===== src/rtl/rr_hold_arbiter.sv =====
// Round-robin arbiter with multi-cycle grant tenure.
// A last-winner pointer rotates priority; lowest-set-bit isolation on the
// rotated request vector keeps the grant one-hot. A tenure ends on `last`,
// on the grantee dropping its request, or when the hold limit is reached.
// A new winner is chosen on the same edge, so no idle cycle is inserted.
module rr_hold_arbiter #(
    parameter  int WIDTH    = 8,
    parameter  int MAX_HOLD = 16,
    localparam int IDX_W    = (WIDTH > 1) ? $clog2(WIDTH) : 1
) (
    input  logic             clk,
    input  logic             nrst,
    input  logic [WIDTH-1:0] req,
    input  logic             last,
    output logic [WIDTH-1:0] grant,
    output logic             grant_valid,
    output logic [IDX_W-1:0] grant_idx,
    output logic             timeout
);

    // A zero MAX_HOLD still needs a legal, non-zero counter width.
    localparam int CNT_W = (MAX_HOLD > 0) ? $clog2(MAX_HOLD + 1) : 1;

    typedef enum logic {
        IDLE,
        BUSY
    } state_t;

    state_t            state_reg, state_next;
    logic [WIDTH-1:0]  grant_reg, grant_next;
    logic              valid_reg, valid_next;
    logic [IDX_W-1:0]  idx_reg,   idx_next;
    logic [IDX_W-1:0]  ptr_reg,   ptr_next;
    logic [CNT_W-1:0]  cnt_reg,   cnt_next;

    logic [WIDTH-1:0]  mask;
    logic [WIDTH-1:0]  masked_req;
    logic [WIDTH-1:0]  cand;
    logic [WIDTH-1:0]  win_onehot;
    logic [IDX_W-1:0]  win_idx;
    logic              any_req;
    logic              owner_req;
    logic              limit_hit;
    logic              tenure_end;

    // Priority mask: only requesters strictly above the last winner.
    generate
        for (genvar gi = 0; gi < WIDTH; gi++) begin : g_mask
            assign mask[gi] = (ptr_reg < IDX_W'(gi));
        end
    endgenerate

    assign masked_req = req & mask;
    assign cand       = (|masked_req) ? masked_req : req;
    assign win_onehot = cand & (~cand + WIDTH'(1));
    assign any_req    = |req;

    // Binary encode of the one-hot winner.
    always_comb begin
        win_idx = '0;
        for (int i = 0; i < WIDTH; i++) begin
            if (win_onehot[i]) begin
                win_idx = IDX_W'(i);
            end
        end
    end

    // Tenure-end conditions for the current grantee.
    assign owner_req  = |(req & grant_reg);
    assign limit_hit  = (MAX_HOLD != 0) && (cnt_reg == CNT_W'(MAX_HOLD));
    assign tenure_end = last || !owner_req || limit_hit;

    // Timeout is decoded from the registered tenure state together with the
    // same-cycle last/req, so a coincident `last` suppresses it.
    assign timeout = (state_reg == BUSY) && limit_hit && !last && owner_req;

    assign grant       = grant_reg;
    assign grant_valid = valid_reg;
    assign grant_idx   = idx_reg;

    // Next-state logic: grant from idle, hold, hand over, or release.
    always_comb begin
        state_next = state_reg;
        grant_next = grant_reg;
        valid_next = valid_reg;
        idx_next   = idx_reg;
        ptr_next   = ptr_reg;
        cnt_next   = cnt_reg;
        unique case (state_reg)
            IDLE: begin
                if (any_req) begin
                    state_next = BUSY;
                    grant_next = win_onehot;
                    valid_next = 1'b1;
                    idx_next   = win_idx;
                    ptr_next   = win_idx;
                    cnt_next   = CNT_W'(1);
                end
            end
            BUSY: begin
                if (tenure_end) begin
                    // ptr_reg already equals the current grantee here.
                    if (any_req) begin
                        grant_next = win_onehot;
                        valid_next = 1'b1;
                        idx_next   = win_idx;
                        ptr_next   = win_idx;
                        cnt_next   = CNT_W'(1);
                    end else begin
                        state_next = IDLE;
                        grant_next = '0;
                        valid_next = 1'b0;
                        idx_next   = '0;
                        cnt_next   = '0;
                    end
                end else begin
                    cnt_next = cnt_reg + CNT_W'(1);
                end
            end
            default: begin
                state_next = IDLE;
            end
        endcase
    end

    // State register; reset clears outputs and gives req[0] top priority.
    always_ff @(posedge clk or negedge nrst) begin
        if (!nrst) begin
            state_reg <= IDLE;
            grant_reg <= '0;
            valid_reg <= 1'b0;
            idx_reg   <= '0;
            ptr_reg   <= IDX_W'(WIDTH - 1);
            cnt_reg   <= '0;
        end else begin
            state_reg <= state_next;
            grant_reg <= grant_next;
            valid_reg <= valid_next;
            idx_reg   <= idx_next;
            ptr_reg   <= ptr_next;
            cnt_reg   <= cnt_next;
        end
    end

endmodule


===== config.mk =====
export PLATFORM = sky130hd
export DESIGN_NAME = rr_hold_arbiter
export DESIGN_NICKNAME = d
export VERILOG_FILES = /design/src/rtl/rr_hold_arbiter.sv
export SDC_FILE = /design/constraint.sdc
export NUM_CORES = 1
export LEC_CHECK = 0
export ABC_AREA = 1
export BUFFER_PORTS_ARGS = -buffer_cell sky130_fd_sc_hd__buf_2
export CAP_MARGIN = 20
export CORE_ASPECT_RATIO = 0.8
export CORE_MARGIN = 2
export CORE_UTILIZATION = 40
export CTS_CLUSTER_DIAMETER = 80
export DETAILED_ROUTE_END_ITERATION = 12
export SLEW_MARGIN = 20
export SYNTH_ARGS = -nofsm -noshare
export SYNTH_HDL_FRONTEND = slang
export SYNTH_SLANG_ARGS = --single-unit

===== constraint.sdc =====
create_clock -name clk -period 1.6 [get_ports clk]
set_input_delay 0.08 -clock clk [delete_from_list [all_inputs] [get_ports clk]]
set_output_delay 0.08 -clock clk [all_outputs]
set_load 0.02 [all_outputs]

==> results of run 1 <==
## metrics by stage
| step | setup slack, ps | power (mW) | cell area, um^2 | hold slack [ps] | TNS, ps |
|---|---|---|---|---|---|
| 4_1_cts | -180 | 3.21 | 1790 | 187 | -1510 |
| 2_1_floorplan | -32.6 | 1.96 | 1280 | -216 | -82.2 |
| 6_report | -233 | 3.42 | 1890 | 150 | -2070 |
| 3_3_place_gp | -139 | 2.61 | 1640 | 58.3 | -1290 |
| 3_5_place_dp | -206 | 2.65 | 1640 | 72.3 | -2030 |
| 5_1_grt | -340 | 3.69 | 1890 | 160 | -3700 |
## routing by layer
layer,track usage,vias to the layer above,part of all wire
li1,-,648,-
met2,0.338,21,0.49
met1,0.266,584,0.47
met5,0,-,0
met3,0.0473,4,0.036
met4,0.0476,0,0.0042
## cell families (layout without fill, tap and decap cells)
| kind of cell | count (synthesis) | count (layout) | share of synthesized area |
|---|---|---|---|
| and+or+nand+nor | 104 | 104 | 0.404 |
| buffers and inverters | 20 | 76 | 0.0669 |
| DFF | 21 | 21 | 0.416 |
| AOI/OAI and AO/OA | 17 | 17 | 0.0797 |
| xor gates and xnor gates | 2 | 2 | 0.0138 |
| adders and majority gates | 2 | 2 | 0.0197 |
## worst min-delay path, stage by stage
cell and delay [ps]:
buf_2 130, nand3_4 100, o21ai_1 70
## report_power, final
group | internal, mW | switching (mW)
Clock | 0.174 | 0.180
Sequential | 0.755 | 0.175
Combinational | 0.915 | 1.22
Total | 1.84 | 1.58
## cell usage in the layout (no fill, tap or decap), types with 5 or more instances in the layout
master	count
nand2_1	41
buf_4	27
buf_2	22
nand2_2	21
dfrtp_1	18
inv_1	10
nand3_2	10
nor2_1	7
inv_2	6
nand2_4	5
o21ai_1	5
nand3_1	5
## final cells by class
| class | count | share of cell area |
|---|---|---|
| clock inverters | 1 | 0.00265 |
| clock buffers | 3 | 0.0219 |
| repair buffers | 54 | 0.195 |
| inverters | 18 | 0.0378 |
| multi-input cells | 125 | 0.436 |
| flip-flops and latches | 21 | 0.280 |
| well taps | 40 | 0.0265 |
## worst paths after layout
kind	from	endpoint	cells past startpoint
max	ptr_reg[2]$_DFFE_PN1P_	grant_idx[1]$_DFFE_PN0P_	13
min	req[0]	grant[0]$_DFFE_PN0P_	3
max reg2reg	ptr_reg[2]$_DFFE_PN1P_	grant_idx[1]$_DFFE_PN0P_	13
min reg2reg	grant_idx[2]$_DFFE_PN0P_	grant_idx[2]$_DFFE_PN0P_	2
max in group asynchronous	nrst	ptr_reg[2]$_DFFE_PN1P_	2
min in group asynchronous	nrst	cnt_reg[4]$_DFFE_PN0P_	2
## repair_timing
action,CTS,global route
hold buffers,1,0
endpoints found under the setup margin,19,20
resized for setup,27,28
pin swaps,8,12
endpoints found under the hold margin,18,0
setup buffers,2,1
==> flow_metrics.env, run 1 <==
export IMPL_run_status="complete, but fails checks"
export IMPL_violations="negative setup slack"
export IMPL_syn_area_mm2=0.00127
export IMPL_cts_made_buffers=3
export IMPL_drive_above_1_share=0.541
export IMPL_dp_cells=254
export IMPL_die_area_mm2=0.00365
export IMPL_gp_congestion=0.840
export IMPL_die_width_um=67.0
export IMPL_ios=24
export IMPL_finalMaxSlewViolations=0
export IMPL_worstSkewPairLatency_ps=260
export IMPL_rows=18
export IMPL_clock_sinks=21
export IMPL_timing_critical_path_buf_inv=1
export IMPL_end_kind="flop"
export IMPL_initialDrtViolationCount=44
export IMPL_grt_usage=0.202
export IMPL_synth_edf_count=0
export IMPL_synth_most_common_cell="nand2_1"
export IMPL_rrSetupSlack_ps=-230
export IMPL_multiInputGateArea_um2=823
export IMPL_hold_violations=0
export IMPL_rsz0062_at_grt="yes"
export IMPL_grt_pass1_vias=1212
export IMPL_cts_root_buffer="clkbuf_8"
export IMPL_avgSynthCellArea_um2=7.66
export IMPL_ys_top_cells_by_area="dfrtp_1 (35%), nand2_1 (17%), dfstp_2 (6.2%)"
export IMPL_portBuffers=23
export IMPL_vias=1257
export IMPL_cellPowerDensity_mw_per_mm2=1810
export IMPL_fmax_ghz=0.546
export IMPL_crit_family="simple AND/OR/NAND/NOR gates"
export IMPL_maxSlewHeadroom=0.678
export IMPL_crit_chain="inv_2, nand2_2, nand2_2, nor2_4, nand2_4, nand2_2, nand2_2, nand2_2, nor2_4, nand3_2, nand3_2, nand2_2, nand2_1"
export IMPL_finalNetCount=236
export IMPL_power_leakage_nw=1.00
export IMPL_cp_max_fo=7
export IMPL_netlist_top_cells_count="nand2_1 (58), dfrtp_1 (18), inv_1 (16), nand3_1 (12), nor2_1 (9)"
export IMPL_wl_per_cell_um=12.8
export IMPL_yosysSeqAreaShare=0.416
export IMPL_synth_top_area_cell="dfrtp_1"
export IMPL_syn_inst=166
export IMPL_hold_class="in2reg"
export IMPL_antenna_found_initial=0
export IMPL_synth_seq_cells=21
export IMPL_ff_latch_area_um2=529
export IMPL_cap_violations=0
export IMPL_synthToLayoutAreaGrowth_pct=48.5
export IMPL_critPathSlowestCell="dfstp_2"
export IMPL_ir_drop_mv=1.04
export IMPL_skew_ps=1.08
export IMPL_ant_nets=0
export IMPL_start_util=0.415
export IMPL_antenna_cells=0
export IMPL_fillerInstances=266
export IMPL_yosys_warnings=0
export IMPL_synth_top_flop_cell="dfrtp_1"
export IMPL_fp_coreArea_mm2=0.00306
export IMPL_clk_pin_slew_worst_paths_ps=80
export IMPL_drc_errors=0
export IMPL_cts_max_level=1
export IMPL_cp_arrival_ps=1990
export IMPL_largest_reg_flops=8
export IMPL_fin_crit_sh=1.15
export IMPL_final_util=0.616
export IMPL_instances_no_fill=262
export IMPL_syn_nets=179
export IMPL_cpPeakStageDelay_ps=630
export IMPL_dr_pass1_iters=4
export IMPL_crit_required_ps=1760
export IMPL_post_dp_hpwl_um=2470
export IMPL_worst_pin_slew_ps=483
export IMPL_critPathKind="reg2reg"
export IMPL_yosys_cell_types_count=29
export IMPL_chipHeight_um=54.4
export IMPL_grt_max_degree=22
export IMPL_fin_ws_ps=-233
export IMPL_path_common_cell="nand2_2"
export IMPL_postSynth_asyncResetShare=1.00
export IMPL_grt_pass1_wl_um=5460
export IMPL_cts_tree="built"
export IMPL_critPathLaunchType="flop"
export IMPL_setup_viol=13
export IMPL_finalWirelength_um=3360
export IMPL_grt_ovfl_total=0
export IMPL_clockBufferDepth=2
export IMPL_vias_per_cell=4.80
export IMPL_period_needed_ps=1830
export IMPL_synth_top_area_frac=0.354
Power figures use the tool's default switching activity.
==> inputs of run 2 (changes only) <==
--- a/config.mk
+++ b/config.mk
@@ -6,13 +6,13 @@
 export NUM_CORES = 1
 export LEC_CHECK = 0
 export ABC_AREA = 1
-export BUFFER_PORTS_ARGS = -buffer_cell sky130_fd_sc_hd__buf_2
 export CAP_MARGIN = 20
 export CORE_ASPECT_RATIO = 0.8
 export CORE_MARGIN = 2
 export CORE_UTILIZATION = 40
 export CTS_CLUSTER_DIAMETER = 80
 export DETAILED_ROUTE_END_ITERATION = 12
+export DONT_BUFFER_PORTS = 1
 export SLEW_MARGIN = 20
 export SYNTH_ARGS = -nofsm -noshare
 export SYNTH_HDL_FRONTEND = slang
==> run 2 against run 1 <==
- critical path type unchanged
- routed wire length decreased by 7.1%
- via count fell by 6.7%
- clock power down 1%
- the flow still finishes with violations (negative setup slack)
- sequential share of layout area is 4.0 points higher
- non-clock buffer count is 24 lower
- register-to-register slack better by 50 ps
- sequential cell count is the same
- global-route usage shrank 1.8 points
==> flow_metrics.env, run 2 (synthesized netlist as in run 1, its figures left out) <==
export IMPL_pwr_share_seq=0.321
export IMPL_fp_coreArea_mm2=0.00306
export IMPL_p_comb_frac=0.564
export IMPL_critPathLaunchType="flop"
export IMPL_rsz0062_at_grt="yes"
export IMPL_finalWirelength_um=3120
export IMPL_synthToLayoutAreaGrowth_pct=29.9
export IMPL_cpPeakStageDelay_ps=610
export IMPL_cts_root_buffer="clkbuf_8"
export IMPL_post_dp_hpwl_um=2400
export IMPL_critPathSlowestCell="dfstp_2"
export IMPL_largest_reg_flops=8
export IMPL_fin_crit_sh=1.11
export IMPL_maxSlewHeadroom=0.354
export IMPL_skew_ps=3.76
export IMPL_clock_sinks=21
export IMPL_hold_violations=0
export IMPL_clockBufferDepth=2
export IMPL_crit_family="simple AND/OR/NAND/NOR gates"
export IMPL_fin_area_mm2=0.00165
export IMPL_fmax_ghz=0.562
export IMPL_fin_ws_ps=-178
export IMPL_hp_start="req[0]"
export IMPL_swShare=0.455
export IMPL_grt_ovfl_total=0
export IMPL_layout_cells_most_common="nand2_1"
export IMPL_grt_usage=0.183
export IMPL_ant_nets=0
export IMPL_ios=24
export IMPL_critPathKind="reg2reg"
export IMPL_crit_required_ps=1760
export IMPL_ir_drop_mv=0.778
export IMPL_timing_critical_path_buf_inv=0
export IMPL_power_leakage_nw=0.857
export IMPL_worstSkewPairLatency_ps=260
export IMPL_grt_pass1_wl_um=4930
export IMPL_dp_cells=229
export IMPL_instances_no_fill=238
export IMPL_final_cell_mix="nand2_1 (49), buf_4 (29), dfrtp_1 (18)"
export IMPL_cts_max_level=1
export IMPL_rows=18
export IMPL_p_sw_mw=1.39
export IMPL_path_common_cell="nand2_2"
export IMPL_cts_made_buffers=3
export IMPL_violations="negative setup slack"
export IMPL_period_needed_ps=1780
export IMPL_vias=1173
export IMPL_clk_pin_slew_worst_paths_ps=80
export IMPL_vias_per_cell=4.93
export IMPL_drc_errors=0
export IMPL_cellPowerDensity_mw_per_mm2=1850
export IMPL_drive_above_1_share=0.414
export IMPL_cts_tree="built"
export IMPL_clock_power_share=0.115
export IMPL_chipHeight_um=54.4
export IMPL_portBuffers=0
export IMPL_gp_congestion=0.847
export IMPL_crit_chain="nor2_2, nand2_1, nand2_2, nor2_4, nand2_4, nand2_2, nand2_2, nand2_2, nor2_4, o21ai_1, nand3_1, nand2_1, nand2_1"
export IMPL_cp_max_fo=7
export IMPL_die_area_mm2=0.00365
export IMPL_hold_ws_ps=44.1
export IMPL_cap_violations=0
export IMPL_dr_pass1_iters=4
export IMPL_startpoint="ptr_reg[2]$_DFFE_PN1P_"
export IMPL_finalMaxSlewViolations=0
export IMPL_cp_arrival_ps=1930
export IMPL_dpl_instance_area_mm2=0.00151
export IMPL_p_int_mw=1.66
export IMPL_worst_pin_slew_ps=966
export IMPL_final_util=0.539
export IMPL_grt_max_degree=22
export IMPL_run_status="complete, but fails checks"
export IMPL_grt_pass1_vias=1120
export IMPL_hold_class="in2reg"
export IMPL_initialDrtViolationCount=61
export IMPL_setup_viol=12
export IMPL_finalNetCount=212
export IMPL_start_util=0.415
export IMPL_setup_tns_ps=-1290
export IMPL_wl_per_cell_um=13.1
export IMPL_end_kind="flop"
export IMPL_antenna_found_initial=0
export IMPL_rr_startpoint="ptr_reg[2]$_DFFE_PN1P_"
export IMPL_antenna_cells=0
export IMPL_die_width_um=67.0
-- run 2: cell count changes in the layout (fill, tap and decap cells not counted), sizes merged --
| cell | delta |
|---|---|
| buf | -24 |
| clkinvlp | +1 |
| clkinv | -1 |
-- run 2: layer usage --
| layer | up-vias | wire length [um] | GRT usage |
|---|---|---|---|
| met3 | 6 | 183 | 0.0514 |
| met5 | - | 0 | 0 |
| met2 | 33 | 1530 | 0.327 |
| li1 | 596 | - | - |
| met4 | 0 | 38 | 0.0442 |
| met1 | 538 | 1370 | 0.222 |
-- run 2: final timing paths --
| path | to | slack (ps) | cells after the start |
|---|---|---|---|
| worst max-delay path | grant_idx[2]$_DFFE_PN0P_ | -180 | 13 |
| worst min-delay path | grant[0]$_DFFE_PN0P_ | 40 | 2 |
| worst max register to register | grant_idx[2]$_DFFE_PN0P_ | -180 | 13 |
| worst min register to register | ptr_reg[1]$_DFFE_PN1P_ | 520 | 2 |
| max in group asynchronous | grant[4]$_DFFE_PN0P_ | 600 | 1 |
| min in group asynchronous | grant[5]$_DFFE_PN0P_ | 420 | 1 |
-- run 2: through the flow --
stage / worst slack [ps] / total power [mW]
floorplan: -32.6 / 1.96
global placement: -135 / 2.47
detailed placement: -215 / 2.51
CTS: -169 / 2.99
global route: -348 / 3.31
finish: -178 / 3.05
-- run 2: area by class of cell --
type / count / area [um^2]
clock inverter: 1 / 7.51
timing repair buffer: 30 / 228
sequential: 21 / 529
fill: 307 / 1410
multi-input combinational: 125 / 727
clock buffer: 3 / 41.3
tap: 40 / 50.0
inverter: 18 / 68.8
-- run 2: power groups by stage --
stage | registers (mW) | clock network (mW) | logic, mW
finish | 0.979 | 0.350 | 1.72
global route | 1.01 | 0.392 | 1.91
CTS | 0.978 | 0.373 | 1.64
detailed placement | 0.976 | 0 | 1.53
global placement | 0.972 | 0 | 1.50
floorplan | 1.05 | 0 | 0.916
-- run 2: worst reg2reg max path, cell delays in order, from the launching register on --
cell and delay [ps]:
dfstp_2 610, nor2_2 80, nand2_1 70, nand2_2 70, nor2_4 180, nand2_4 90
nand2_2 60, nand2_2 70, nand2_2 80, nor2_4 50, o21ai_1 80, nand3_1 90
nand2_1 90, nand2_1 60
-- run 2: timing repair --
| item | CTS | global route |
|---|---|---|
| hold buffers | 1 | 0 |
| setup buffers | 2 | 2 |
| endpoints found under the setup margin | 14 | 17 |
| gates resized for setup | 14 | 11 |
| endpoints found under the hold margin | 21 | 0 |
| pin swaps | 1 | 4 |
| cloned | 0 | 0 |
==> inputs of run 3 (changes only) <==
--- a/config.mk
+++ b/config.mk
@@ -13,6 +13,7 @@
 export CTS_CLUSTER_DIAMETER = 80
 export DETAILED_ROUTE_END_ITERATION = 12
 export DONT_BUFFER_PORTS = 1
+export MAX_ROUTING_LAYER = met4
 export SLEW_MARGIN = 20
 export SYNTH_ARGS = -nofsm -noshare
 export SYNTH_HDL_FRONTEND = slang
==> run 3 against run 2 <==
- the flow still finishes with violations (negative setup slack)
- cell count is the same
- worst setup slack gained 2.9 ps
- first-iteration DRC count is the same
- routed wire length grew 0.35%
- die area is the same
- global-route usage grew 0.54 points
- register-to-register slack is essentially flat
- non-clock buffer count is the same
- design area is the same
- largest cell class unchanged
- largest power group unchanged
==> flow_metrics.env, run 3 (synthesized netlist as in run 1, its figures left out) <==
export IMPL_grt_ovfl_total=0
export IMPL_post_dp_hpwl_um=2400
export IMPL_antenna_cells=0
export IMPL_drive_above_1_share=0.414
export IMPL_crit_chain="nor2_2, nand2_1, nand2_2, nor2_4, nand2_4, nand2_2, nand2_2, nand2_2, nor2_4, o21ai_1, nand3_1, nand2_1, nand2_1"
export IMPL_rows=18
export IMPL_portBuffers=0
export IMPL_period_needed_ps=1780
export IMPL_grt_max_degree=22
export IMPL_fin_ws_ps=-175
export IMPL_ant_nets=0
export IMPL_critPathLaunchType="flop"
export IMPL_die_area_mm2=0.00365
export IMPL_cellPowerDensity_mw_per_mm2=1850
export IMPL_fp_coreArea_mm2=0.00306
export IMPL_gp_congestion=0.861
export IMPL_cap_violations=0
export IMPL_setup_viol=12
export IMPL_hold_violations=0
export IMPL_hold_class="in2reg"
export IMPL_crit_required_ps=1760
export IMPL_clk_pin_slew_worst_paths_ps=80
export IMPL_ios=24
export IMPL_die_width_um=67.0
export IMPL_end_kind="flop"
export IMPL_grt_usage=0.189
export IMPL_clockBufferDepth=2
export IMPL_maxSlewHeadroom=0.354
export IMPL_path_common_cell="nand2_2"
export IMPL_largest_reg_flops=8
export IMPL_fmax_ghz=0.563
export IMPL_ir_drop_mv=0.779
export IMPL_rsz0062_at_grt="yes"
export IMPL_final_util=0.539
export IMPL_grt_pass1_wl_um=4940
export IMPL_cts_max_level=1
export IMPL_run_status="complete, but fails checks"
export IMPL_violations="negative setup slack"
export IMPL_clock_sinks=21
export IMPL_finalWirelength_um=3130
export IMPL_start_util=0.415
export IMPL_vias_per_cell=4.93
export IMPL_final_cell_mix="nand2_1 (49), buf_4 (29), dfrtp_1 (18)"
export IMPL_finalMaxSlewViolations=0
export IMPL_cpPeakStageDelay_ps=610
export IMPL_finalPower_mw=3.05
export IMPL_antenna_found_initial=0
export IMPL_finalNetCount=212
export IMPL_worst_pin_slew_ps=966
export IMPL_initialDrtViolationCount=61
export IMPL_dr_pass1_iters=5
export IMPL_power_leakage_nw=0.857
export IMPL_cts_root_buffer="clkbuf_8"
export IMPL_cp_arrival_ps=1930
export IMPL_chipHeight_um=54.4
export IMPL_skew_ps=3.93
export IMPL_cts_tree="built"
export IMPL_synthToLayoutAreaGrowth_pct=29.9
export IMPL_critPathKind="reg2reg"
export IMPL_cp_max_fo=7
export IMPL_worstSkewPairLatency_ps=260
export IMPL_layout_cells_most_common="nand2_1"
export IMPL_drc_errors=0
export IMPL_grt_pass1_vias=1115
export IMPL_cts_made_buffers=3
export IMPL_critPathSlowestCell="dfstp_2"
export IMPL_wl_per_cell_um=13.2
export IMPL_fin_crit_sh=1.11
export IMPL_vias=1174
-- run 3: cell counts in the layout (fill, tap and decap cells not counted) --
Identical to the previous run, type by type.
-- run 3: critical path, delay by kind of cell, from the launching register on --
kind             cells  cell delay (ps)
AND/OR/NAND/NOR     12              990
flip-flops           1              610
AO/OA/AOI/OAI        1               80
-- run 3: through the flow --
stage	setup TNS [ps]	hold WS [ps]	cell area [um^2]	setup slack, ps	instances
final	-1290	44.4	1650	-175	238
after global routing	-3110	59.4	1650	-348	238
after CTS	-1220	40.7	1610	-169	236
after detailed placement	-1730	-215	1510	-215	229
after global placement	-785	-215	1510	-135	229
after floorplan	-82.2	-216	1280	-32.6	166
-- run 3: repair_timing --
action	CTS	global route
resized for setup	14	11
hold endpoints to repair	21	0
hold buffers	1	0
cloned	0	0
endpoints found under the setup margin	14	17
pin swaps	1	4
setup buffers	2	2
-- run 3: final timing paths --
check | endpoint | cells past startpoint | slack, ps | from
min in group asynchronous | grant[5]$_DFFE_PN0P_ | 1 | 420 | nrst
worst min register to register | ptr_reg[1]$_DFFE_PN1P_ | 2 | 520 | ptr_reg[1]$_DFFE_PN1P_
worst min-delay path | grant[0]$_DFFE_PN0P_ | 2 | 40 | req[0]
worst max-delay path | grant_idx[2]$_DFFE_PN0P_ | 13 | -180 | ptr_reg[2]$_DFFE_PN1P_
worst max register to register | grant_idx[2]$_DFFE_PN0P_ | 13 | -180 | ptr_reg[2]$_DFFE_PN1P_
max in group asynchronous | grant[4]$_DFFE_PN0P_ | 1 | 600 | nrst
-- run 3: layout make-up --
type,count,area [um^2]
Clock buffer,3,41.3
Sequential cell,21,529
Clock inverter,1,7.51
Multi-Input combinational cell,125,727
Timing Repair Buffer,30,228
Tap cell,40,50.0
Inverter,18,68.8
Fill cell,307,1410
-- run 3: metal layers --
layer  wire (um)  up-vias  track usage
met2        1530       30        0.327
met4          43        0       0.0442
met5           0        -            -
li1            -      596            -
met1        1390      540        0.223
met3         174        8       0.0494
-- run 3: power breakdown --
part           internal [mW]  total (mW)  switching, mW
Sequential             0.754       0.980          0.226
Clock                  0.176       0.350          0.175
Combinational          0.731        1.72          0.988
Total                   1.66        3.05           1.39
